`src/rtl/pipelined_barrel_shifter.sv`:
```
// Pipelined barrel shifter with one register stage per shift level (largest first).
// Valid/ready handshakes on both sides; bubbles collapse while the output is stalled.
module pipelined_barrel_shifter #(
  parameter  int WIDTH = 32,
  localparam int SHW   = $clog2(WIDTH)
) (
  input  logic             clk,
  input  logic             rst,
  input  logic             in_valid,
  output logic             in_ready,
  input  logic [WIDTH-1:0] in_data,
  input  logic [SHW-1:0]   shamt,
  input  logic [2:0]       mode,
  output logic             out_valid,
  input  logic             out_ready,
  output logic [WIDTH-1:0] out_data,
  output logic             out_zero
);

  function automatic logic [WIDTH-1:0] level_shift(input logic [WIDTH-1:0] d,
                                                   input logic [2:0]       m,
                                                   input logic             fill,
                                                   input int               amt);
    logic [WIDTH-1:0] fill_mask;
    fill_mask = ~({WIDTH{1'b1}} >> amt);
    case (m)
      3'b000:  level_shift = d << amt;
      3'b001:  level_shift = d >> amt;
      3'b010:  level_shift = (d >> amt) | (fill ? fill_mask : '0);
      3'b011:  level_shift = (d << amt) | (d >> (WIDTH - amt));
      3'b100:  level_shift = (d >> amt) | (d << (WIDTH - amt));
      default: level_shift = d;
    endcase
  endfunction

  logic [SHW-1:0]   valid_q;
  logic [WIDTH-1:0] data_q  [SHW];
  logic [SHW-1:0]   shamt_q [SHW];
  logic [2:0]       mode_q  [SHW];
  logic             fill_q  [SHW];

  logic [SHW:0]     load;
  logic [SHW-1:0]   src_valid;
  logic [WIDTH-1:0] src_data  [SHW];
  logic [SHW-1:0]   src_shamt [SHW];
  logic [2:0]       src_mode  [SHW];
  logic             src_fill  [SHW];
  logic [WIDTH-1:0] next_data [SHW];

  // A stage may load when it is empty or its occupant leaves this cycle;
  // the chain runs combinationally from out_ready back to in_ready.
  always_comb begin
    load      = '0;
    load[SHW] = out_ready;
    for (int k = SHW - 1; k >= 0; k--) begin
      load[k] = !valid_q[k] || load[k+1];
    end
  end

  always_comb begin
    src_valid[0] = in_valid;
    src_data[0]  = in_data;
    src_shamt[0] = shamt;
    src_mode[0]  = mode;
    src_fill[0]  = in_data[WIDTH-1];
    for (int k = 1; k < SHW; k++) begin
      src_valid[k] = valid_q[k-1];
      src_data[k]  = data_q[k-1];
      src_shamt[k] = shamt_q[k-1];
      src_mode[k]  = mode_q[k-1];
      src_fill[k]  = fill_q[k-1];
    end
    for (int k = 0; k < SHW; k++) begin
      next_data[k] = src_shamt[k][SHW-1-k]
                   ? level_shift(src_data[k], src_mode[k], src_fill[k], 1 << (SHW - 1 - k))
                   : src_data[k];
    end
  end

  // Payload only updates when a valid operand arrives, so a drained stage keeps its last value.
  always_ff @(posedge clk or posedge rst) begin
    if (rst) begin
      valid_q <= '0;
      for (int k = 0; k < SHW; k++) begin
        data_q[k]  <= '0;
        shamt_q[k] <= '0;
        mode_q[k]  <= '0;
        fill_q[k]  <= 1'b0;
      end
    end else begin
      for (int k = 0; k < SHW; k++) begin
        if (load[k]) begin
          valid_q[k] <= src_valid[k];
          if (src_valid[k]) begin
            data_q[k]  <= next_data[k];
            shamt_q[k] <= src_shamt[k];
            mode_q[k]  <= src_mode[k];
            fill_q[k]  <= src_fill[k];
          end
        end
      end
    end
  end

  assign in_ready  = load[0];
  assign out_valid = valid_q[SHW-1];
  assign out_data  = data_q[SHW-1];
  assign out_zero  = valid_q[SHW-1] && (data_q[SHW-1] == '0);

endmodule
```
`config.mk`:
```
export PLATFORM = sky130hd
export DESIGN_NAME = pipelined_barrel_shifter
export DESIGN_NICKNAME = d
export VERILOG_FILES = /design/src/rtl/pipelined_barrel_shifter.sv
export SDC_FILE = /design/constraint.sdc
export NUM_CORES = 1
export LEC_CHECK = 0
export ABC_AREA = 0
export CAP_MARGIN = 20
export CORE_MARGIN = 3
export CORE_UTILIZATION = 55
export CTS_CLUSTER_DIAMETER = 120
export DETAILED_ROUTE_END_ITERATION = 7
export GPL_ROUTABILITY_DRIVEN = 0
export GPL_TIMING_DRIVEN = 0
export PLACE_DENSITY = 0.75
export SYNTH_ARGS = -nofsm -noshare
export SYNTH_HDL_FRONTEND = slang
export SYNTH_SLANG_ARGS = --single-unit
```
`constraint.sdc`:
```
create_clock -name clk -period 7.3 [get_ports clk]
set_input_delay 1.46 -clock clk [delete_from_list [all_inputs] [get_ports clk]]
set_output_delay 1.46 -clock clk [all_outputs]
set_load 0.05 [all_outputs]
```
==> key figures, run 1 <==
Route
  – Total via count after detailed routing: 10.3k
  – Antenna-violating nets left: 0
  – First-pass detailed-route iteration total: 5
  – Iter 0 DRT Violations: 1063
  – DRC errors left: 0
  – Via density: 6.21
  – Post-detailed-route wirelength per cell: 19.1 µm
  – Wire length after detailed routing: 31700 µm

CTS
  – Buffers inserted during post-CTS setup optimization: 0
  – CTS H-tree lvls: 4
  – Total CTS buffers: 17
  – Clock tree root driver cell: sky130_fd_sc_hd__clkbuf_16
  – CTS tree: yes
  – Cts-stage hold buffer count: 0
  – Clock latency at the later pin of the worst-skew pair: 440 ps
  – CTS clk-pin slew, worst paths: 70 ps
  – Number of clock sinks seen by CTS: 191
  – Number of buffers between clock root and the deepest sink: 2
  – Quantity of gates resized following cts: 0

Power and ir drop
  – Flop pwr share: 0.376
  – Leak Pwr: 5.38 nW
  – Maximum ir drop on the vdd rail: 0.211 mV
  – Part of the power in combinational logic: 0.437
  – Switching share of power: 0.446
  – Switching power: 2.32 mW
  – Clk pwr share: 0.188
  – Internal cell power: 2.88 mW
  – Pwr Density: 398 nW/µm²

Synthesis
  – Async set or reset register ratio after synthesis: 1.00
  – Yosys warning total: 0
  – Syn avg cell area: 8.80 µm²
  – Number of synthesized flops with an enable pin: 0
  – Predominant post-synthesis flop cell: sky130_fd_sc_hd__dfrtp_1
  – Number of instances in the synthesized netlist: 1284
  – Distinct cell type count after synthesis: 56
  – Net count after synthesis: 1328
  – Sequential element share of the synthesized area: 0.423
  – Number of storage elements in the synthesis netlist: 191
  – Synth Cell Area: 11300 µm²

Global route
  – Overall routing resource usage: 0.288
  – Pin count of the biggest net entering global routing: 123
  – Global-route wire length before repair: 51100 µm
  – Leftover overflow at the end of global routing: 0
  – Number of antenna violations at the first check in global routing: 0
  – Number of global-route vias before repair: 9829

Floorplan
  – Die Height: 149 µm
  – Die X-Extent: 149 µm
  – IO Pins: 79
  – Starting Density: 0.569
  – Overall die area: 22300 µm²
  – Placeable core region: 19800 µm²
  – Site Rows: 51

Cells and area
  – Footprint of the flip-flops and latches: 4780 µm²
  – Commonest cells after routing, fill and taps aside: sky130_fd_sc_hd__nand2_1 (227), sky130_fd_sc_hd__dfrtp_1 (191), sky130_fd_sc_hd__o21ai_0 (160)
  – Total area of multi-input combinational cells: 5770 µm²
  – Leading cell type in the layout, fill and taps excluded: sky130_fd_sc_hd__nand2_1
  – Area of all placed cells without fillers: 13100 µm²
  – Number of inserted filler cells in the final layout: 1701
  – Total inserted antenna cells: 0
  – Post-route non-filler standard cell count: 1660
  – Proportion of layout cells with a drive suffix above 1: 0.0961
  – Fin nets: 1426
  – Area growth from synthesis to layout: 15.6%

Worst setup path
  – CP Capture Type: output port
  – Crit path max fanout: 4
  – CP arrival: 3140 ps
  – Nature of the critical path startpoint: primary input
  – Critical path required time: 5840 ps
  – Worst r2r dst: data_q[105]
  – Launch point of the critical path: out_ready
  – Critical path start-end classification: primary input to output port
  – Capturing instance or port of the critical path: in_ready
  – Crit Reg-Reg Startpoint: valid_q[4]
  – Cell count of the worst reg-to-reg path: 5
  – Reg-to-reg slack, setup: 5120 ps

Job
  – Max capacitance violation total: 0

Timing
  – Hold Vio Cnt, Final: 0
  – Final setup fails: 0
  – Tcrit/Tclk final: 0.630
  – Worst-case clock skew: 11.1 ps
  – Maximum clock rate: 217 MHz
  – Worst hold slack: 473 ps
  – Sum of negative setup slack: 0 ps
  – RSZ-0062 raised after global routing: false
  – Max-slew headroom at the worst pin: 0.495
  – Min Clock Period, post-route: 4600 ps
  – Final slew viol count: 0
  – Measured slew at the worst slew-check pin: 752 ps

Worst hold path
  – Min-delay src: shamt_q[15]
  – Worst min-delay path class: flop to flop

Placed design
  – PortBufs: 78
  – Placed Instances: 1628
  – Area after DPL: 12400 µm²
  – Final HPWL from detailed placement: 23800 µm

Outcome
  – Status: complete, no violations
flip-flops by register name, summed over array words and instances, names as in the netlist:
signal    cells
data_q      128
out_data     32
shamt_q      10
fill_q        4
valid_q       5
mode_q       12
final cells by class:
| cell class | instances | share of cell area |
|---|---|---|
| timing repair buffer | 79 | 0.0619 |
| tap | 265 | 0.0254 |
| inverter | 8 | 0.00287 |
| sequential | 191 | 0.366 |
| buffer | 147 | 0.0554 |
| multi-input combinational | 938 | 0.441 |
| clock buffer | 17 | 0.0326 |
| clock inverter | 15 | 0.0147 |
how the worst min path moves through the flow:
stage / end / cells past startpoint
6_report: shamt_q[10] / 2
3_5_place_dp: shamt_q[10] / 2
3_3_place_gp: shamt_q[17] / 2
2_1_floorplan: shamt_q[15] / 2
4_1_cts: shamt_q[10] / 2
5_1_grt: fill_q[1] / 2
cell families after synthesis:
logic type,count (synthesis),synth area share
compound gates,464,0.279
xor+xnor,4,0.00310
fa+ha+maj,1,0.000886
buf+inv,155,0.0668
flops,191,0.423
mux,69,0.0639
simple gates,400,0.164
worst max-delay path, cell delays in order:
cell                              delay, ps
sky130_fd_sc_hd__clkdlybuf4s50_1        490
sky130_fd_sc_hd__and4b_1                250
sky130_fd_sc_hd__nand3_1                120
sky130_fd_sc_hd__clkdlybuf4s50_1        810
layer usage:
| metal | share of wire | GRT usage | wire length (µm) |
|---|---|---|---|
| met1 | 0.40 | 0.347 | 12800 |
| met3 | 0.050 | 0.0462 | 1580 |
| met4 | 0.045 | 0.125 | 1410 |
| met2 | 0.50 | 0.510 | 15900 |
| met5 | 0 | 0 | 0 |
power groups by stage:
stage               logic [mW]  clock network, mW  registers (mW)
global route              2.50               1.03            1.99
finish                    2.27              0.976            1.95
floorplan                 1.75                  0            1.74
global placement          2.21                  0            1.94
CTS                       2.26              0.986            1.93
detailed placement        2.25                  0            1.95
Yosys cell counts, types with 13 or more instances:
cell type	instances	area share
sky130_fd_sc_hd__nand2_1	227	0.075
sky130_fd_sc_hd__a22o_1	23	0.018
sky130_fd_sc_hd__a221oi_1	52	0.040
sky130_fd_sc_hd__nor2_1	56	0.019
sky130_fd_sc_hd__and3_1	16	0.0089
sky130_fd_sc_hd__mux2_2	25	0.025
sky130_fd_sc_hd__o32a_1	16	0.014
sky130_fd_sc_hd__o21a_1	13	0.0086
sky130_fd_sc_hd__o211ai_1	17	0.011
sky130_fd_sc_hd__o22ai_1	14	0.0077
sky130_fd_sc_hd__buf_2	34	0.015
sky130_fd_sc_hd__nor2b_1	22	0.012
sky130_fd_sc_hd__buf_4	34	0.023
sky130_fd_sc_hd__nor3b_1	30	0.020
sky130_fd_sc_hd__clkbuf_1	72	0.024
sky130_fd_sc_hd__o21ai_0	160	0.071
sky130_fd_sc_hd__a21oi_1	19	0.0084
sky130_fd_sc_hd__o31ai_1	47	0.031
sky130_fd_sc_hd__mux2i_1	44	0.039
sky130_fd_sc_hd__a211oi_1	31	0.021
sky130_fd_sc_hd__dfrtp_1	191	0.42
sky130_fd_sc_hd__o21ai_1	31	0.014
through the flow:
step	setup slack (ps)	utilization	power, mW
global route	2650	0.658	5.52
detailed placement	2700	0.627	4.20
finish	2700	0.658	5.20
global placement	-1470	0.625	4.14
floorplan	641	-	3.49
CTS	2690	0.658	5.18
Note: power is estimated with default switching activity, not from simulation.
==> run 2: changes to the inputs <==
==> constraint.sdc (replaced) <==
create_clock -name clk -period 4.3 [get_ports clk]
set_input_delay 0.86 -clock clk [delete_from_list [all_inputs] [get_ports clk]]
set_output_delay 0.86 -clock clk [all_outputs]
set_load 0.05 [all_outputs]
==> key figures, run 2 (synthesized netlist as in run 1, its figures left out) <==
Route
  – First-pass detailed-route iteration total: 8 (+3)
  – Post-detailed-route wirelength per cell: 19.0 µm (-0.33%)
  – Via density: 6.31 (+1.5%)
  – Total via count after detailed routing: 10.5k (+1.7%)
  – Iter 0 DRT Violations: 951 (-11%)
  – Wire length after detailed routing: 31700 µm (-0.15%)
  – DRC errors left: 0 (unchanged)
  – Antenna-violating nets left: 0 (unchanged)

CTS
  – Cts-stage hold buffer count: 0 (unchanged)
  – Clock tree root driver cell: sky130_fd_sc_hd__clkbuf_16
  – CTS H-tree lvls: 4 (unchanged)
  – Buffers inserted during post-CTS setup optimization: 0 (unchanged)
  – CTS tree: yes
  – Quantity of gates resized following cts: 0 (unchanged)
  – Number of buffers between clock root and the deepest sink: 2 (unchanged)
  – Number of clock sinks seen by CTS: 191 (unchanged)
  – CTS clk-pin slew, worst paths: 70 ps (about the same)
  – Clock latency at the later pin of the worst-skew pair: 430 ps (about the same)
  – Total CTS buffers: 17 (unchanged)

Global route
  – Leftover overflow at the end of global routing: 0 (unchanged)
  – Global-route track usage on met3: 0.0368 (-0.00942)
  – Overall routing resource usage: 0.286 (-0.00181)
  – Number of antenna violations at the first check in global routing: 0 (unchanged)
  – Number of global-route vias before repair: 9825 (-0.041%)
  – Pin count of the biggest net entering global routing: 43 (-65%)
  – GRT Max-Usage Layer: met2
  – GR met1 Demand/Resource: 0.348 (+0.00101)
  – Global routing usage on met2: 0.499 (-0.0111)
  – Global-route wire length before repair: 51000 µm (-0.14%)

Timing
  – Measured slew at the worst slew-check pin: 827 ps (+74.7 ps)
  – RSZ-0062 raised after global routing: false
  – Worst hold slack: 479 ps (+6.54 ps)
  – Min Clock Period, post-route: 3390 ps
  – Final slew viol count: 0 (unchanged)
  – Tcrit/Tclk final: 0.787
  – Worst-case clock skew: 12.9 ps (+1.81 ps)
  – Final setup fails: 0 (unchanged)
  – Hold Vio Cnt, Final: 0 (unchanged)
  – Maximum clock rate: 295 MHz
  – Max-slew headroom at the worst pin: 0.445 (-0.0496)

Cells and area
  – Post-route non-filler standard cell count: 1663 (+0.18%)
  – Number of inserted filler cells in the final layout: 1670 (-1.8%)
  – Area of all placed cells without fillers: 13100 µm² (+0.28%)
  – Largest reg by FF count: data_q
  – Number of flip-flops under the largest register name: 128 (unchanged)
  – Proportion of layout cells with a drive suffix above 1: 0.0980 (+0.00194)
  – Core Util, Final: 0.660 (+0.00183)
  – Fin nets: 1429 (+0.21%)
  – Leading cell type in the layout, fill and taps excluded: sky130_fd_sc_hd__nand2_1
  – Area growth from synthesis to layout: 15.9%
  – Total inserted antenna cells: 0 (unchanged)
  – Total area of multi-input combinational cells: 5770 µm² (unchanged)
  – Commonest cells after routing, fill and taps aside: sky130_fd_sc_hd__nand2_1 (227), sky130_fd_sc_hd__dfrtp_1 (191), sky130_fd_sc_hd__o21ai_0 (160)
  – Footprint of the flip-flops and latches: 4780 µm² (unchanged)

Power and ir drop
  – Pwr Density: 671 nW/µm² (+69%)
  – Leak Pwr: 5.40 nW (+0.36%)
  – Maximum ir drop on the vdd rail: 0.318 mV (+51%)

Floorplan
  – Site Rows: 51 (unchanged)
  – Starting Density: 0.569 (unchanged)
  – Die X-Extent: 149 µm (unchanged)
  – Overall die area: 22300 µm² (unchanged)
  – IO Pins: 79 (unchanged)
  – Placeable core region: 19800 µm² (unchanged)
  – Die Height: 149 µm (unchanged)

Placed design
  – Placed Instances: 1631 (+0.18%)
  – PortBufs: 78 (unchanged)
  – Final HPWL from detailed placement: 24100 µm (+1.2%)
  – Area after DPL: 12500 µm² (+0.39%)

Worst setup path
  – Crit path max fanout: 4 (unchanged)
  – Nature of the critical path startpoint: primary input
  – CP arrival: 2530 ps (-610 ps)
  – Critical path start-end classification: primary input to output port
  – Reg-to-reg slack, setup: 2000 ps (-3120 ps)
  – Critical path required time: 3440 ps (-2400 ps)
  – Crit Reg-Reg Startpoint: valid_q[4]
  – Worst r2r dst: data_q[117]
  – Launch point of the critical path: out_ready
  – Cell count of the worst reg-to-reg path: 4 (-1)
  – Capturing instance or port of the critical path: in_ready
  – CP Capture Type: output port

Job
  – Max capacitance violation total: 0 (unchanged)

Worst hold path
  – Worst min-delay path class: flop to flop

Outcome
  – Status: complete, no violations
run 2: cell types whose count changed in the layout (fill, tap and decap cells not counted):
cell                        previous run  this run
sky130_fd_sc_hd__inv_8                 6         5
sky130_fd_sc_hd__clkbuf_8              0         3
sky130_fd_sc_hd__buf_16                1         0
sky130_fd_sc_hd__bufinv_16             2         1
sky130_fd_sc_hd__clkinv_8              1         0
sky130_fd_sc_hd__buf_12                0         4
run 2: critical path, stage by stage:
cell and delay (ps):
sky130_fd_sc_hd__clkdlybuf4s50_1 490, sky130_fd_sc_hd__and4b_1 250, sky130_fd_sc_hd__nand3_1 120, sky130_fd_sc_hd__clkdlybuf4s50_1 810
run 2: how the worst min path moves through the flow:
stage	startpoint	end	cells after the start
final	shamt_q[21]	shamt_q[16]	2
after global routing	shamt_q[21]	shamt_q[16]	2
after CTS	fill_q[1]	fill_q[1]	2
after floorplan	shamt_q[20]	shamt_q[15]	2
after global placement	shamt_q[22]	shamt_q[17]	2
after detailed placement	shamt_q[21]	shamt_q[16]	2
run 2: power by group:
| group | total (mW) | internal (mW) | switching, mW |
|---|---|---|---|
| combinational | 3.86 | 1.55 | 2.31 |
| sequential | 3.32 | 2.45 | 0.877 |
| clock | 1.61 | 0.875 | 0.735 |
| total | 8.80 | 4.88 | 3.92 |
run 2: final cells by class:
cell class,instances,area share
buffer,147,0.0553
clock buffer,20,0.0356
clock inverter,12,0.0106
inverter,8,0.00258
multi-input combinational,938,0.440
sequential,191,0.365
tap,265,0.0253
timing repair buffer,82,0.0657
run 2: per-stage QoR:
| step | total power [mW] | TNS (ps) | worst slack (ps) |
|---|---|---|---|
| final | 8.80 | 0 | 915 |
| after global routing | 9.35 | 0 | 807 |
| after CTS | 8.75 | 0 | 899 |
| after detailed placement | 7.14 | 0 | 911 |
| after global placement | 7.03 | -66150 | -354 |
| after floorplan | 5.92 | 0 | 978 |
run 2: metal layers:
metal,routed length (µm),share of wire
met1,12400,0.39
met2,15700,0.50
met3,1810,0.057
met4,1730,0.054
met5,0,0
==> run 3: changes to the inputs <==
--- a/config.mk
+++ b/config.mk
@@ -8,12 +8,12 @@
 export ABC_AREA = 0
 export CAP_MARGIN = 20
 export CORE_MARGIN = 3
-export CORE_UTILIZATION = 55
+export CORE_UTILIZATION = 54
 export CTS_CLUSTER_DIAMETER = 120
 export DETAILED_ROUTE_END_ITERATION = 7
 export GPL_ROUTABILITY_DRIVEN = 0
 export GPL_TIMING_DRIVEN = 0
-export PLACE_DENSITY = 0.75
+export PLACE_DENSITY = 0.77
 export SYNTH_ARGS = -nofsm -noshare
 export SYNTH_HDL_FRONTEND = slang
 export SYNTH_SLANG_ARGS = --single-unit
==> constraint.sdc (replaced) <==
create_clock -name clk -period 2.88 [get_ports clk]
set_input_delay 0.576 -clock clk [delete_from_list [all_inputs] [get_ports clk]]
set_output_delay 0.576 -clock clk [all_outputs]
set_load 0.05 [all_outputs]
==> key figures, run 3 (synthesized netlist as in run 1, its figures left out) <==
Floorplan
  – IO Pins: 79 (unchanged)
  – Die X-Extent: 151 µm (+0.89%)
  – Die Height: 151 µm (+0.89%)
  – Overall die area: 22700 µm² (+1.8%)
  – Placeable core region: 20400 µm² (+2.9%)
  – Starting Density: 0.553 (-0.0163)
  – Site Rows: 52 (+2.0%)

Power and ir drop
  – Pwr Density: 994 nW/µm² (+48%)
  – Switching share of power: 0.443 (-0.00302)
  – Clk pwr share: 0.176 (-0.007)
  – Switching power: 5.75 mW (+47%)
  – Part of the power in combinational logic: 0.442 (+0.003)
  – Leak Pwr: 5.38 nW (-0.36%)
  – Maximum ir drop on the vdd rail: 0.472 mV (+48%)
  – Flop pwr share: 0.382 (+0.004)
  – Internal cell power: 7.25 mW (+49%)

Route
  – First-pass detailed-route iteration total: 6 (-2)
  – Post-detailed-route wirelength per cell: 18.8 µm (-1.5%)
  – Total via count after detailed routing: 10.4k (-0.79%)
  – DRC errors left: 0 (unchanged)
  – Via density: 6.24 (-1.0%)
  – Antenna-violating nets left: 0 (unchanged)
  – Iter 0 DRT Violations: 943 (-0.84%)
  – Wire length after detailed routing: 31300 µm (-1.2%)

CTS
  – CTS tree: yes
  – CTS H-tree lvls: 4 (unchanged)
  – CTS clk-pin slew, worst paths: 60 ps (about the same)
  – Number of buffers between clock root and the deepest sink: 2 (unchanged)
  – Number of clock sinks seen by CTS: 191 (unchanged)
  – Clock tree root driver cell: sky130_fd_sc_hd__clkbuf_16
  – Buffers inserted during post-CTS setup optimization: 0 (unchanged)
  – Total CTS buffers: 17 (unchanged)
  – Clock latency at the later pin of the worst-skew pair: 440 ps (about the same)

Timing
  – Hold Vio Cnt, Final: 0 (unchanged)
  – Worst-case clock skew: 11.0 ps (-1.95 ps)
  – Max-slew headroom at the worst pin: 0.487 (+0.0419)
  – Maximum clock rate: 353 MHz
  – Measured slew at the worst slew-check pin: 764 ps (-63.2 ps)
  – Tcrit/Tclk final: 0.982
  – Final setup fails: 0 (unchanged)
  – Sum of negative setup slack: 0 ps (unchanged)
  – Final slew viol count: 0 (unchanged)
  – Worst hold slack: 469 ps (-10.3 ps)
  – Min Clock Period, post-route: 2830 ps
  – RSZ-0062 raised after global routing: false

Job
  – Max capacitance violation total: 0 (unchanged)

Worst hold path
  – Worst min-delay path class: flop to flop

Global route
  – Leftover overflow at the end of global routing: 0 (unchanged)
  – Number of global-route vias before repair: 9989 (+1.7%)
  – Global-route wire length before repair: 50600 µm (-0.69%)
  – Number of antenna violations at the first check in global routing: 0 (unchanged)
  – Pin count of the biggest net entering global routing: 45 (+4.7%)
  – Overall routing resource usage: 0.279 (-0.00677)

Placed design
  – PortBufs: 78 (unchanged)
  – Area after DPL: 12500 µm² (about the same)
  – Placed Instances: 1636 (+0.31%)
  – Final HPWL from detailed placement: 24100 µm (about the same)

Cells and area
  – Commonest cells after routing, fill and taps aside: sky130_fd_sc_hd__nand2_1 (227), sky130_fd_sc_hd__dfrtp_1 (191), sky130_fd_sc_hd__o21ai_0 (160)
  – Leading cell type in the layout, fill and taps excluded: sky130_fd_sc_hd__nand2_1
  – Fin nets: 1429 (unchanged)
  – Area of all placed cells without fillers: 13100 µm² (-0.23%)
  – Post-route non-filler standard cell count: 1667 (+0.24%)
  – Largest reg by FF count: data_q
  – Total inserted antenna cells: 0 (unchanged)
  – Number of flip-flops under the largest register name: 128 (unchanged)
  – Area growth from synthesis to layout: 15.7%
  – Proportion of layout cells with a drive suffix above 1: 0.0974 (-0.000646)

Worst setup path
  – CP arrival: 2250 ps (-280 ps)
  – CP Capture Type: output port
  – Critical path required time: 2300 ps (-1140 ps)
  – Critical path start-end classification: primary input to output port
  – Nature of the critical path startpoint: primary input
  – Crit path max fanout: 4 (unchanged)

Outcome
  – Status: complete, no violations
==> run 3: cell count changes in the layout (fill, tap and decap cells not counted) <==
| cell | change |
|---|---|
| sky130_fd_sc_hd__inv_8 | -5 |
| sky130_fd_sc_hd__clkbuf_1 | +1 |
| sky130_fd_sc_hd__clkbuf_2 | +1 |
| sky130_fd_sc_hd__clkdlybuf4s50_1 | -1 |
| sky130_fd_sc_hd__clkinv_2 | +1 |
| sky130_fd_sc_hd__clkinv_4 | +1 |
| sky130_fd_sc_hd__clkinvlp_4 | +1 |
==> run 3: metal layers <==
layer,vias to the layer above,GRT usage,share of wire
met3,106,0.0400,0.057
met5,-,0,0
li1,4932,-,-
met1,4931,0.333,0.40
met4,0,0.133,0.041
met2,437,0.496,0.50
==> run 3: area by class of cell <==
cell class	count	area, µm²
Multi-Input combinational cell	938	5770
Fill cell	1781	7360
Clock inverter	10	104
Buffer	147	724
Timing Repair Buffer	82	856
Inverter	8	33.8
Clock buffer	21	470
Sequential cell	191	4780
Tap cell	270	338
==> run 3: per-stage QoR <==
stage	total power [mW]	setup WS (ps)	util
6_report	13.0	51.1	0.640
5_1_grt	13.8	0.313	0.640
4_1_cts	12.9	37.7	0.640
3_5_place_dp	10.6	44.6	0.612
3_3_place_gp	10.5	-1470	0.608
2_1_floorplan	8.84	-158	-
==> run 3: power groups by stage <==
stage,combinational (mW),clock (mW),sequential (mW)
after floorplan,4.43,0,4.41
after global placement,5.57,0,4.90
after detailed placement,5.69,0,4.95
after CTS,5.72,2.30,4.90
after global routing,6.33,2.42,5.06
final,5.74,2.29,4.97
==> run 3: critical path, cell delays in order <==
cell and delay, ps:
sky130_fd_sc_hd__clkdlybuf4s50_1 500, sky130_fd_sc_hd__and4b_1 250, sky130_fd_sc_hd__nand3_1 120, sky130_fd_sc_hd__clkdlybuf4s50_1 810
==> run 3: path summary, 6_finish.rpt <==
check / endpoint / cells past startpoint / from / slack [ps]
hold / removal: shamt_q[16] / 2 / shamt_q[21] / 470
setup reg to reg: data_q[120] / 5 / valid_q[4] / 540
hold reg to reg: shamt_q[16] / 2 / shamt_q[21] / 470
setup / recovery: in_ready / 4 / out_ready / 50
max in group asynchronous: shamt_q[16] / 4 / rst / 1350
min in group asynchronous: valid_q[4] / 2 / rst / 600
==> run 3: what timing repair did <==
item / 4_1_cts / 5_1_grt
pin swaps: 0 / 0
resized for setup: 1 / 3
setup endpoints to repair: 1 / 1
hold buffers: 0 / 0
